## src/rtl/spifs_xip_seq.sv

```systemverilog
// XIP read sequencer: turns bus word reads into spifs 0x03 READ transfers.
// Keeps a single-word cache of the last successful flash read.
module spifs_xip_seq #(
  parameter logic [7:0]  CLK_DIV  = 8'd1,
  parameter logic [15:0] TIMEOUT  = 16'hFFFF,
  parameter bit          CACHE_EN = 1'b1
) (
  input  logic        clk_i,
  input  logic        rst_n_i,
  input  logic        xip_req_i,
  input  logic [31:0] xip_addr_i,
  output logic        xip_gnt_o,
  output logic        xip_rvalid_o,
  input  logic        xip_rready_i,
  output logic [31:0] xip_rdata_o,
  output logic        xip_err_o,
  output logic        reg_wr_o,
  output logic        reg_rd_o,
  output logic [4:0]  reg_addr_o,
  output logic [31:0] reg_wdata_o,
  input  logic [31:0] reg_rdata_i,
  input  logic        reg_ack_i,
  input  logic        irq_i
);

  typedef enum logic [2:0] {
    S_IDLE, S_CSR, S_TXD0, S_TXD1,
    S_CTL, S_WAIT, S_RXD0, S_RESP
  } state_t;

  state_t      r_state;
  state_t      w_next;
  logic        r_live;
  logic        r_csr_done;
  logic [20:0] r_faddr;
  logic [15:0] r_cnt;
  logic        r_c_valid;
  logic [20:0] r_c_tag;
  logic [31:0] r_c_data;
  logic [31:0] r_rdata;
  logic        r_err;

  logic w_hs;
  logic w_inrange;
  logic w_hit;
  logic w_tmo;
  logic w_unused;

  assign w_hs      = xip_req_i & xip_gnt_o;
  assign w_inrange = (xip_addr_i[31:23] == 9'h080);
  assign w_hit     = CACHE_EN & r_c_valid &
                     (r_c_tag == xip_addr_i[22:2]);
  assign w_tmo     = (r_cnt == TIMEOUT);
  assign w_unused  = ^xip_addr_i[1:0];

  always_ff @(posedge clk_i or negedge rst_n_i) begin
    if (!rst_n_i) r_state <= S_IDLE;
    else          r_state <= w_next;
  end

  always_comb begin
    w_next = r_state;
    unique case (r_state)
      S_IDLE: begin
        if (w_hs) begin
          if (!w_inrange || w_hit) w_next = S_RESP;
          else if (!r_csr_done)    w_next = S_CSR;
          else                     w_next = S_TXD0;
        end
      end
      S_CSR:  if (reg_ack_i) w_next = S_TXD0;
      S_TXD0: if (reg_ack_i) w_next = S_TXD1;
      S_TXD1: if (reg_ack_i) w_next = S_CTL;
      S_CTL:  if (reg_ack_i) w_next = S_WAIT;
      S_WAIT: begin
        if (irq_i)      w_next = S_RXD0;
        else if (w_tmo) w_next = S_RESP;
      end
      S_RXD0: if (reg_ack_i) w_next = S_RESP;
      S_RESP: if (xip_rready_i) w_next = S_IDLE;
      default: w_next = S_IDLE;
    endcase
  end

  // r_live keeps gnt low while reset is held
  always_comb begin
    xip_gnt_o    = 1'b0;
    xip_rvalid_o = 1'b0;
    xip_rdata_o  = 32'h0;
    xip_err_o    = 1'b0;
    reg_wr_o     = 1'b0;
    reg_rd_o     = 1'b0;
    reg_addr_o   = 5'h00;
    reg_wdata_o  = 32'h0;
    unique case (r_state)
      S_IDLE: xip_gnt_o = r_live;
      S_CSR: begin
        reg_wr_o    = 1'b1;
        reg_addr_o  = 5'h14;
        reg_wdata_o = {24'h0, CLK_DIV};
      end
      S_TXD0: begin
        reg_wr_o    = 1'b1;
        reg_addr_o  = 5'h00;
      end
      S_TXD1: begin
        reg_wr_o    = 1'b1;
        reg_addr_o  = 5'h04;
        reg_wdata_o = {8'h03, 1'b0, r_faddr, 2'b00};
      end
      S_CTL: begin
        reg_wr_o    = 1'b1;
        reg_addr_o  = 5'h10;
        reg_wdata_o = 32'h0100_7540;
      end
      S_RXD0: begin
        reg_rd_o    = 1'b1;
        reg_addr_o  = 5'h00;
      end
      S_RESP: begin
        xip_rvalid_o = 1'b1;
        xip_rdata_o  = r_rdata;
        xip_err_o    = r_err;
      end
      default: ;
    endcase
  end

  always_ff @(posedge clk_i or negedge rst_n_i) begin
    if (!rst_n_i) begin
      r_live     <= 1'b0;
      r_csr_done <= 1'b0;
      r_faddr    <= '0;
      r_cnt      <= '0;
      r_c_valid  <= 1'b0;
      r_c_tag    <= '0;
      r_c_data   <= '0;
      r_rdata    <= '0;
      r_err      <= 1'b0;
    end else begin
      r_live <= 1'b1;
      r_cnt  <= (r_state == S_WAIT) ? r_cnt + 16'd1 : 16'd0;
      if (r_state == S_IDLE && w_hs) begin
        if (!w_inrange) begin
          r_rdata <= '0;
          r_err   <= 1'b1;
        end else if (w_hit) begin
          r_rdata <= r_c_data;
          r_err   <= 1'b0;
        end else begin
          r_faddr <= xip_addr_i[22:2];
        end
      end
      if (r_state == S_CSR && reg_ack_i)
        r_csr_done <= 1'b1;
      // timeout drops the cache: flash state is unknown
      if (r_state == S_WAIT && !irq_i && w_tmo) begin
        r_rdata   <= '0;
        r_err     <= 1'b1;
        r_c_valid <= 1'b0;
      end
      if (r_state == S_RXD0 && reg_ack_i) begin
        r_rdata   <= reg_rdata_i;
        r_err     <= 1'b0;
        r_c_tag   <= r_faddr;
        r_c_data  <= reg_rdata_i;
        r_c_valid <= CACHE_EN;
      end
    end
  end

endmodule
```

## config.mk

```make
export PLATFORM = sky130hd
export DESIGN_NAME = spifs_xip_seq
export DESIGN_NICKNAME = d
export VERILOG_FILES = /design/src/rtl/spifs_xip_seq.sv
export SDC_FILE = /design/constraint.sdc
export NUM_CORES = 1
export LEC_CHECK = 0
export CAP_MARGIN = 20
export CORE_MARGIN = 2
export CORE_UTILIZATION = 46
export DETAILED_ROUTE_END_ITERATION = 16
export GPL_TIMING_DRIVEN = 0
export HOLD_SLACK_MARGIN = 0.08
export MAX_ROUTING_LAYER = met4
export PLACE_DENSITY = 0.87
export SLEW_MARGIN = 20
export SYNTH_ARGS = -nofsm -noshare
export SYNTH_HDL_FRONTEND = slang
export SYNTH_SLANG_ARGS = --single-unit
```

## constraint.sdc

```tcl
create_clock -name clk_i -period 2.7 [get_ports clk_i]
set_clock_uncertainty 0.2 [all_clocks]
set_input_delay 0.54 -clock clk_i [delete_from_list [all_inputs] [get_ports clk_i]]
set_output_delay 0.54 -clock clk_i [all_outputs]
set_load 0.05 [all_outputs]
```

Yosys cells after proc, flatten, opt, wreduce, memory -nomap -nowiden
Index checks and enable logic that the tools add are counted.
{"block": "word_totals", "reg_bits": 129, "in_bits": 70, "out_inout_bits": 74, "wordCells": 81}
{"block": "op_classes", "n_addsub": 1, "eq_ne": 19, "n_mux": 33, "bitwise": 3, "reduce_logical": 15}
{"op": "32-bit two-way mux", "n": 6}
{"op": "26-bit one-hot mux with 3 select lines", "n": 1}
{"op": "3-bit two-way mux", "n": 10}
{"op": "3-bit one-hot mux with 8 select lines", "n": 1}
{"op": "21-bit equality test", "n": 1}
{"op": "16-bit by 1-bit adder with 16-bit output (second input constant)", "n": 1}
{"op": "16-bit equality test (second input constant)", "n": 1}
{"op": "16-bit two-way mux", "n": 1}
{"op": "5-bit one-hot mux with 3 select lines", "n": 1}
{"op": "2-bit inequality test (second input constant)", "n": 7}
{"op": "3-bit equality test (second input constant)", "n": 4}
{"op": "1-bit two-way mux", "n": 12}
{"op": "9-bit by 8-bit equality test with 1-bit output (second input constant)", "n": 1}
{"op": "8-bit AND reduction", "n": 1}
{"op": "3-bit by 2-bit equality test with 1-bit output (second input constant)", "n": 2}
{"op": "1-bit logical AND", "n": 5}
{"op": "4-bit by 1-bit inequality test with 1-bit output (second input constant)", "n": 1}
{"op": "4-bit OR reduction", "n": 1}
{"op": "3-bit by 1-bit equality test with 1-bit output (second input constant)", "n": 1}
{"op": "3-bit zero test", "n": 1}
{"op": "3-bit inequality test (second input constant)", "n": 1}
{"op": "3-bit AND reduction", "n": 1}
{"op": "3-bit nonzero test", "n": 1}
{"op": "1-bit AND", "n": 2}
{"op": "other kinds (6)", "n": 7}

Depth between registers and ports, before layout
Gate-level depths: netlist (run 1).
{"block": "logic_depth", "depth_word": 7, "depth_mapped": 8, "mapped_depth_nobuf": 6}

Least setup slack after synthesis (run 1)
Ideal clock, no wire load.
{"block": "synth_timing", "path_type": "flip-flop to output port", "startpoint": "register r_state[0]", "endpoint": "output port reg_wdata_o[17]", "arrival_ns": 2.089, "required_ns": 1.960, "path_slack_ns": -0.129, "stages_incl_launch_ff": 6, "path_buffers": 2, "cell_sequence": "dfrtp_1 buf_1 nand2_1 nor2_1 clkbuf_1 and2_1"}
{"block": "synth_via", "elab_chain_len": 2, "elab_cells_between_ends": 4, "classes_between": "3 x eq/ne; 1 x mux"}
{"element": "from (decl)", "line_no": "31", "source": "state_t r_state;"}
{"element": "from (signal assigned)", "line_no": "58", "source": "else r_state <= w_next;"}
{"element": "3-bit equality test (tied with other cells)", "line_no": "95", "source": "unique case (r_state)"}
{"element": "26-bit one-hot mux with 3 select lines (*)", "line_no": "95"}
{"element": "to (decl)", "line_no": "20", "source": "output logic [31:0] reg_wdata_o,"}
Mark *: on every way between the ends. The rest lies on a longest branch, timed or not.

Worst setup path after layout (run 1)
{"block": "layout_timing", "startpoint": "register r_state[0]", "endpoint": "output port reg_wr_o"}
{"block": "layout_via", "elab_chain_len": 3, "elab_cells_between_ends": 6, "classes_between": "4 x eq/ne; 1 x mux; 1 x reduce/logical"}
{"element": "3-bit by 1-bit equality test with 1-bit output (tied with other cells)", "line_no": "95"}
{"element": "4-bit OR reduction (no line) (*)"}
{"element": "1-bit two-way mux (*)", "line_no": "95"}
{"element": "to (decl)", "line_no": "17", "source": "output logic reg_wr_o,"}
Marks and branches as above.

==> reports/metrics.cfg, run 1 <==
[die]
die_y_um = 121
die_area_sq_um = 14500
ios = 144
core_area_sq_um = 13200
rows = 42
start_util_pct = 47.2
die_w_um = 121

[route]
ant_nets = 0
drt_wl_total_um = 15900
dr.pass1.iters = 5
routed-via-count = 5072
wire_per_inst_um = 16.1
drc = 0
drtIter0Drc = 317
vias_per_cell = 5.14

[setup_path]
crit_chain = buf_4 > nor2_1 > xnor2_1 > dlygate4sd2_1
cp_num_buf_inv = 2
rr_worst_depth = 8
r2r-start = r_c_tag[14]
cp_max_fo = 10
slowest_delay_ps = 550
rrSetupSlack_ps = 80
critPathRequiredTime_ps = 1960
crit_type = reg -> out
cpMaxStageDelayCell = dlygate4sd2_1
end_kind = primary output
crit_family = buffers and inverters
arrival_ps = 1910
reg2reg_to = r_rdata[19]
startpoint_type = register

[clocking]
cts_buffer_depth = 2
cts_tree = built
numClockSinks = 129
clock-root-buffer = clkbuf_16
htreeDepth = 4
clk-insertion-delay-late_ps = 430
clk_pin_slew_ps = 50
cts_made_buffers = 17

[timing]
post-route-min-period_ps = 2650
drv_slew = 0
relSlewSlack_pct = 64.0
max_freq_mhz = 377
rsz0062_at_grt = yes
period_share_pct = 98.2
finalSetupViolCount = 0
finalHoldViolations = 0
worstMarginPinSlew_ps = 542
setup_tns_ps = 0

[synthesis]
ys_seq_elements = 129
synth.area.top_cells = dfrtp_1, nand2_1, mux2_2, and2_1, a22o_1
synth_edf_count = 0
ys_warn_count = 0
yosysTopAreaCell = dfrtp_1
ys_seq_area_share_pct = 51.7
synth_area_per_cell_sq_um = 10.0
synth_ff_type = dfrtp_1
synth_top_area_share_pct = 51.7
synth_area_sq_um = 6250
synthCells = 625
synth_async_sr_flop_share_pct = 100
netlist-cell-type-count = 41

[placed_design]
gp_congestion = 0.852
place_hpwl_um = 10700
port_buffers = 130
place_area_sq_um = 7840

[run]
max_cap_viol_count = 0

[finish]
stdcell_area_sq_um = 8580
diodes = 0
drive_above_1_share_pct = 24.8
syn_to_final_growth_pct = 37.3
nets = 868

[pwr]
power_per_cell_area_nw_per_um2 = 848
p_comb_share_pct = 35.1
clockPowerShare_pct = 29.2
p_leak_nw = 4.33
total_power_mw = 7.28
p_sw_mw = 2.60
p_int_mw = 4.68
pwr-share-seq_pct = 35.6
swShare_pct = 35.8
peakVddDrop_v = 0.000496

[min_path]
min_path_cells = 2
hp-start = xip_addr_i[10]
min_to = r_faddr[8]
hp-class = in -> reg

[global_routing]
grt_start_max_net_pins = 72
grt_pass1_vias = 5106
antenna_found_initial = 0
track_usage_pct = 23.1
grt_overflow_total = 0
grt_pass1_wl_um = 25300

[run_status]
outcome = complete, no violations

## synthesized netlist by cell type, types with 2 or more instances
| library cell | n |
|---|---|
| a21o_1 | 7 |
| a21oi_1 | 7 |
| a22o_1 | 32 |
| and2_1 | 50 |
| and3_1 | 3 |
| buf_4 | 11 |
| buf_6 | 5 |
| clkbuf_1 | 28 |
| conb_1 | 2 |
| dfrtp_1 | 129 |
| inv_1 | 6 |
| mux2_2 | 51 |
| nand2_1 | 175 |
| nand2b_1 | 2 |
| nand3_1 | 7 |
| nand4_1 | 11 |
| nand4b_1 | 3 |
| nor2_1 | 25 |
| nor3_1 | 6 |
| nor4_1 | 2 |
| o21ai_0 | 8 |
| o22ai_1 | 2 |
| or3_1 | 4 |
| xnor2_1 | 21 |
| xor2_1 | 12 |
## power by group through the flow
stage	clock [mW]	sequential, mW	combinational (mW)
floorplan	0	2.54	1.67
global placement	0	2.58	2.35
global route	2.23	2.64	2.75
finish	2.13	2.59	2.56
CTS	2.14	2.59	2.53
detailed placement	0	2.60	2.40
## placed cells by master (no fill, tap or decap), drive strengths merged, types with 5 or more instances in the layout
cell,instances
nand2,175
dfrtp,129
clkbuf,71
buf,66
clkdlybuf4s50,56
mux2,53
and2,50
a22o,32
nor2,25
xnor2,21
xor2,12
conb,12
nand4,11
o21ai,8
a21o,7
nand3,7
a21oi,7
clkdlybuf4s15,7
inv,6
dlymetal6s2s,6
dlygate4sd2,6
nor3,6
clkinv,5
## cells by family after synthesis
family,share of synthesized area (%)
AO/OA/AOI/OAI,7.75
XOR/XNOR,4.63
multiplexers,9.61
adder cells (fa/ha/maj),0.200
flip-flops,51.7
other,0.120
buffers and inverters,4.33
AND/OR/NAND/NOR,21.7
## state kept, by name (all words and copies together), names as in the netlist
| register | count |
|---|---|
| r_c_data | 32 |
| r_c_tag | 21 |
| r_c_valid | 1 |
| r_cnt | 16 |
| r_csr_done | 1 |
| r_err | 1 |
| r_faddr | 21 |
| r_live | 1 |
| r_rdata | 32 |
| r_state | 3 |
## routing by layer
| layer | share of wire (%) | global-route usage (%) |
|---|---|---|
| met1 | 43 | 29.0 |
| met2 | 50 | 37.0 |
| met3 | 4.9 | 4.39 |
| met4 | 2.1 | 9.74 |
| met5 | 0 | - |
## layout make-up
type                    instances  area, sq um
plain buffers                  43          277
clock buffers                  26          489
clock inverters                 6         55.1
fillers                      1078         4660
inverters                       6         22.5
multi-input cells             455         2990
flip-flops and latches        129         3230
well taps                     176          220
repair buffers                145         1300
## how the worst max path moves through the flow
stage          slack [ps]      startpoint  depth (start not counted)     endpoint
6_report               50      r_state[0]                          4     reg_wr_o
5_1_grt               -80      r_state[0]                          8   r_c_tag[8]
4_1_cts               -50      r_state[1]                          4    xip_gnt_o
3_5_place_dp         -770  xip_addr_i[13]                          8  r_rdata[15]
3_3_place_gp        -4180         rst_n_i                          1  r_c_data[4]
2_1_floorplan          70  xip_addr_i[16]                          7  r_rdata[10]
## through the flow
step	setup WS, ps	cells	utilization, %	hold slack [ps]
2_1_floorplan	71.0	635	-	44.4
6_report	49.4	986	64.8	250
5_1_grt	-80.3	986	64.8	261
3_5_place_dp	-773	942	59.2	263
3_3_place_gp	-4180	941	59.0	258
4_1_cts	-52.6	981	63.6	277
## what timing repair did
action                                  in CTS  in global routing
setup buffers                                4                  5
endpoints found under the hold margin       58                  0
pin swaps                                    5                 14
hold buffers                                 1                  0
resized for setup                          342                 70
endpoints found under the setup margin     119                121
cloned                                       4                  0
Power figures use the tool's default switching activity.
==> inputs of run 2 (changes only) <==
--- a/config.mk
+++ b/config.mk
@@ -13,6 +13,7 @@
 export HOLD_SLACK_MARGIN = 0.08
 export MAX_ROUTING_LAYER = met4
 export PLACE_DENSITY = 0.87
+export REMOVE_ABC_BUFFERS = 1
 export SLEW_MARGIN = 20
 export SYNTH_ARGS = -nofsm -noshare
 export SYNTH_HDL_FRONTEND = slang
==> run 2 against run 1 <==
Compared with the run above: the flow now finishes with violations (negative setup slack); routed wire length rose by 6.2%; first-iteration DRC count grew 42%; die area did not move; total power grew 4.2%; flip-flop and latch count unchanged; sequential power up 3%; hold slack better by 23 ps; setup slack worse by 150 ps; combinational power grew 9.8%; global-route usage shrank 0.20 points; critical path type is now reg -> reg; critical endpoint is now r_rdata[11]; largest cell class unchanged.
==> reports/metrics.cfg, run 2 (same netlist as run 1, synthesis figures left out) <==
[route]
routed-via-count = 5218
dr.pass1.iters = 5
ant_nets = 0
drtIter0Drc = 450
wire_per_inst_um = 17.4
vias_per_cell = 5.36
drt_wl_total_um = 16900
drc = 0

[finish]
final-instance-count-excl-fill = 974
nets = 856
syn_to_final_growth_pct = 38.5
drive_above_1_share_pct = 26.3
final_cell_mix = nand2_1, dfrtp_1, clkdlybuf4s50_1, and2_1, buf_2
biggestRegsByFlops = r_c_data x32, r_rdata x32
stdcell_area_sq_um = 8650
diodes = 0
fin_util_pct = 65.3
final_common_cell = nand2_1

[setup_path]
critPathRequiredTime_ps = 2800
cp_max_fo = 6
cp_num_buf_inv = 3
cpMaxStageDelayCell = or4_4
startpoint_type = register
crit_family = simple AND/OR/NAND/NOR gates
slowest_delay_ps = 550
crit_chain = xor2_1 > or4_4 > nor4_4 > nand2_4 > buf_6 > o211ai_4 > buf_6 > buf_12 > mux2_4
crit_type = reg -> reg
crit_top_cell = buf_6
end_kind = register
arrival_ps = 2900

[clocking]
clk_pin_slew_ps = 50
cts_buffer_depth = 2
numClockSinks = 129
cts_tree = built
cts_made_buffers = 17
clock-root-buffer = clkbuf_16
htreeDepth = 4
clk-insertion-delay-late_ps = 420

[timing]
finalSetupViolCount = 26
rsz0062_at_grt = yes
worstMarginPinSlew_ps = 701
relSlewSlack_pct = 53.2
max_freq_mhz = 357
post-route-worst-setup-slack_ps = -105
drv_slew = 0
period_share_pct = 104
finalHoldViolations = 0
post-route-min-period_ps = 2800

[pwr]
power_per_cell_area_nw_per_um2 = 876
p_comb_share_pct = 37.1
p_leak_nw = 4.30
p_sw_mw = 2.80
pwr-share-seq_pct = 35.1
peakVddDrop_v = 0.000473
clockPowerShare_pct = 27.8
p_int_mw = 4.78
swShare_pct = 36.9

[placed_design]
dp_cells = 902
place_area_sq_um = 7670
gp_congestion = 0.802
port_buffers = 130
place_hpwl_um = 9240

[global_routing]
grt_start_max_net_pins = 75
antenna_found_initial = 0
track_usage_pct = 22.9
grt_overflow_total = 0
grt_pass1_wl_um = 25200
grt_pass1_vias = 4977

[die]
die_y_um = 121
ios = 144
die_w_um = 121
start_util_pct = 47.2
rows = 42
die_area_sq_um = 14500
core_area_sq_um = 13200

[run_status]
violations = negative setup slack
outcome = finished, violations left

[min_path]
hp-class = reg -> reg

[run]
max_cap_viol_count = 0

==> run 2: cell types whose count changed in the layout (fill, tap and decap cells not counted), sizes merged, moves of 3 or more <==
cell	change
dlymetal6s2s	-5
clkbuf	-40
clkinv	+3
buf	+18
clkdlybuf4s50	+5
clkinvlp	+3
==> run 2: per-stage QoR <==
step	hold slack (ps)	power [mW]	TNS, ps	setup slack [ps]
final	273	7.58	-1810	-105
after global routing	292	7.94	-5510	-177
after CTS	278	7.21	-9.80	-9.80
after detailed placement	264	4.92	-88080	-1220
after global placement	254	4.83	-793640	-4240
after floorplan	44.4	4.11	-94030	-1920
==> run 2: final cells by class <==
class	count	area [sq um]
multi-input combinational	460	3100
tap	176	220
fill	981	4590
timing repair buffer	171	1540
sequential	129	3230
inverter	6	22.5
clock inverter	12	92.6
clock buffer	20	447
==> run 2: worst paths after layout <==
check | startpoint | end | slack (ps) | cells after the start
worst max-delay path | r_c_tag[20] | r_rdata[11] | -100 | 9
max in group asynchronous | rst_n_i | r_c_tag[10] | 1160 | 3
worst min-delay path | r_c_data[26] | r_c_data[26] | 270 | 2
worst min register to register | r_c_data[26] | r_c_data[26] | 270 | 2
min in group asynchronous | rst_n_i | r_c_data[12] | 430 | 2
worst max register to register | r_c_tag[20] | r_rdata[11] | -100 | 9
==> run 2: power groups by stage <==
stage          Sequential (mW)  Clock (mW)  Combinational (mW)
6_report                  2.66        2.11                2.81
5_1_grt                   2.71        2.23                3.00
4_1_cts                   2.64        2.13                2.44
3_5_place_dp              2.66           0                2.26
3_3_place_gp              2.63           0                2.19
2_1_floorplan             2.58           0                1.53
==> run 2: worst reg2reg max path: cells and delay by family (launching register included) <==
family          cells  cell delay [ps]
compound gates      1              210
xor+xnor            1              170
buf+inv             3              420
flops               1              380
mux                 1              300
simple gates        3             1010
==> run 2: repair_timing <==
item                                    in CTS  in global routing
gates cloned                                 5                  2
endpoints found under the setup margin     116                 84
buffers inserted                            16                 19
hold endpoints to repair                    55                  0
pin swaps                                    8                  9
hold buffers                                 1                  0
resized for setup                          308                 67
==> run 2: routing by layer <==
| metal | vias to the layer above | wire length (um) | GRT usage (%) |
|---|---|---|---|
| met1 | 2594 | 7350 | 29.5 |
| met2 | 207 | 8120 | 35.8 |
| li1 | 2390 | - | - |
| met5 | - | 0 | - |
| met3 | 27 | 1110 | 5.33 |
| met4 | 0 | 324 | 8.43 |
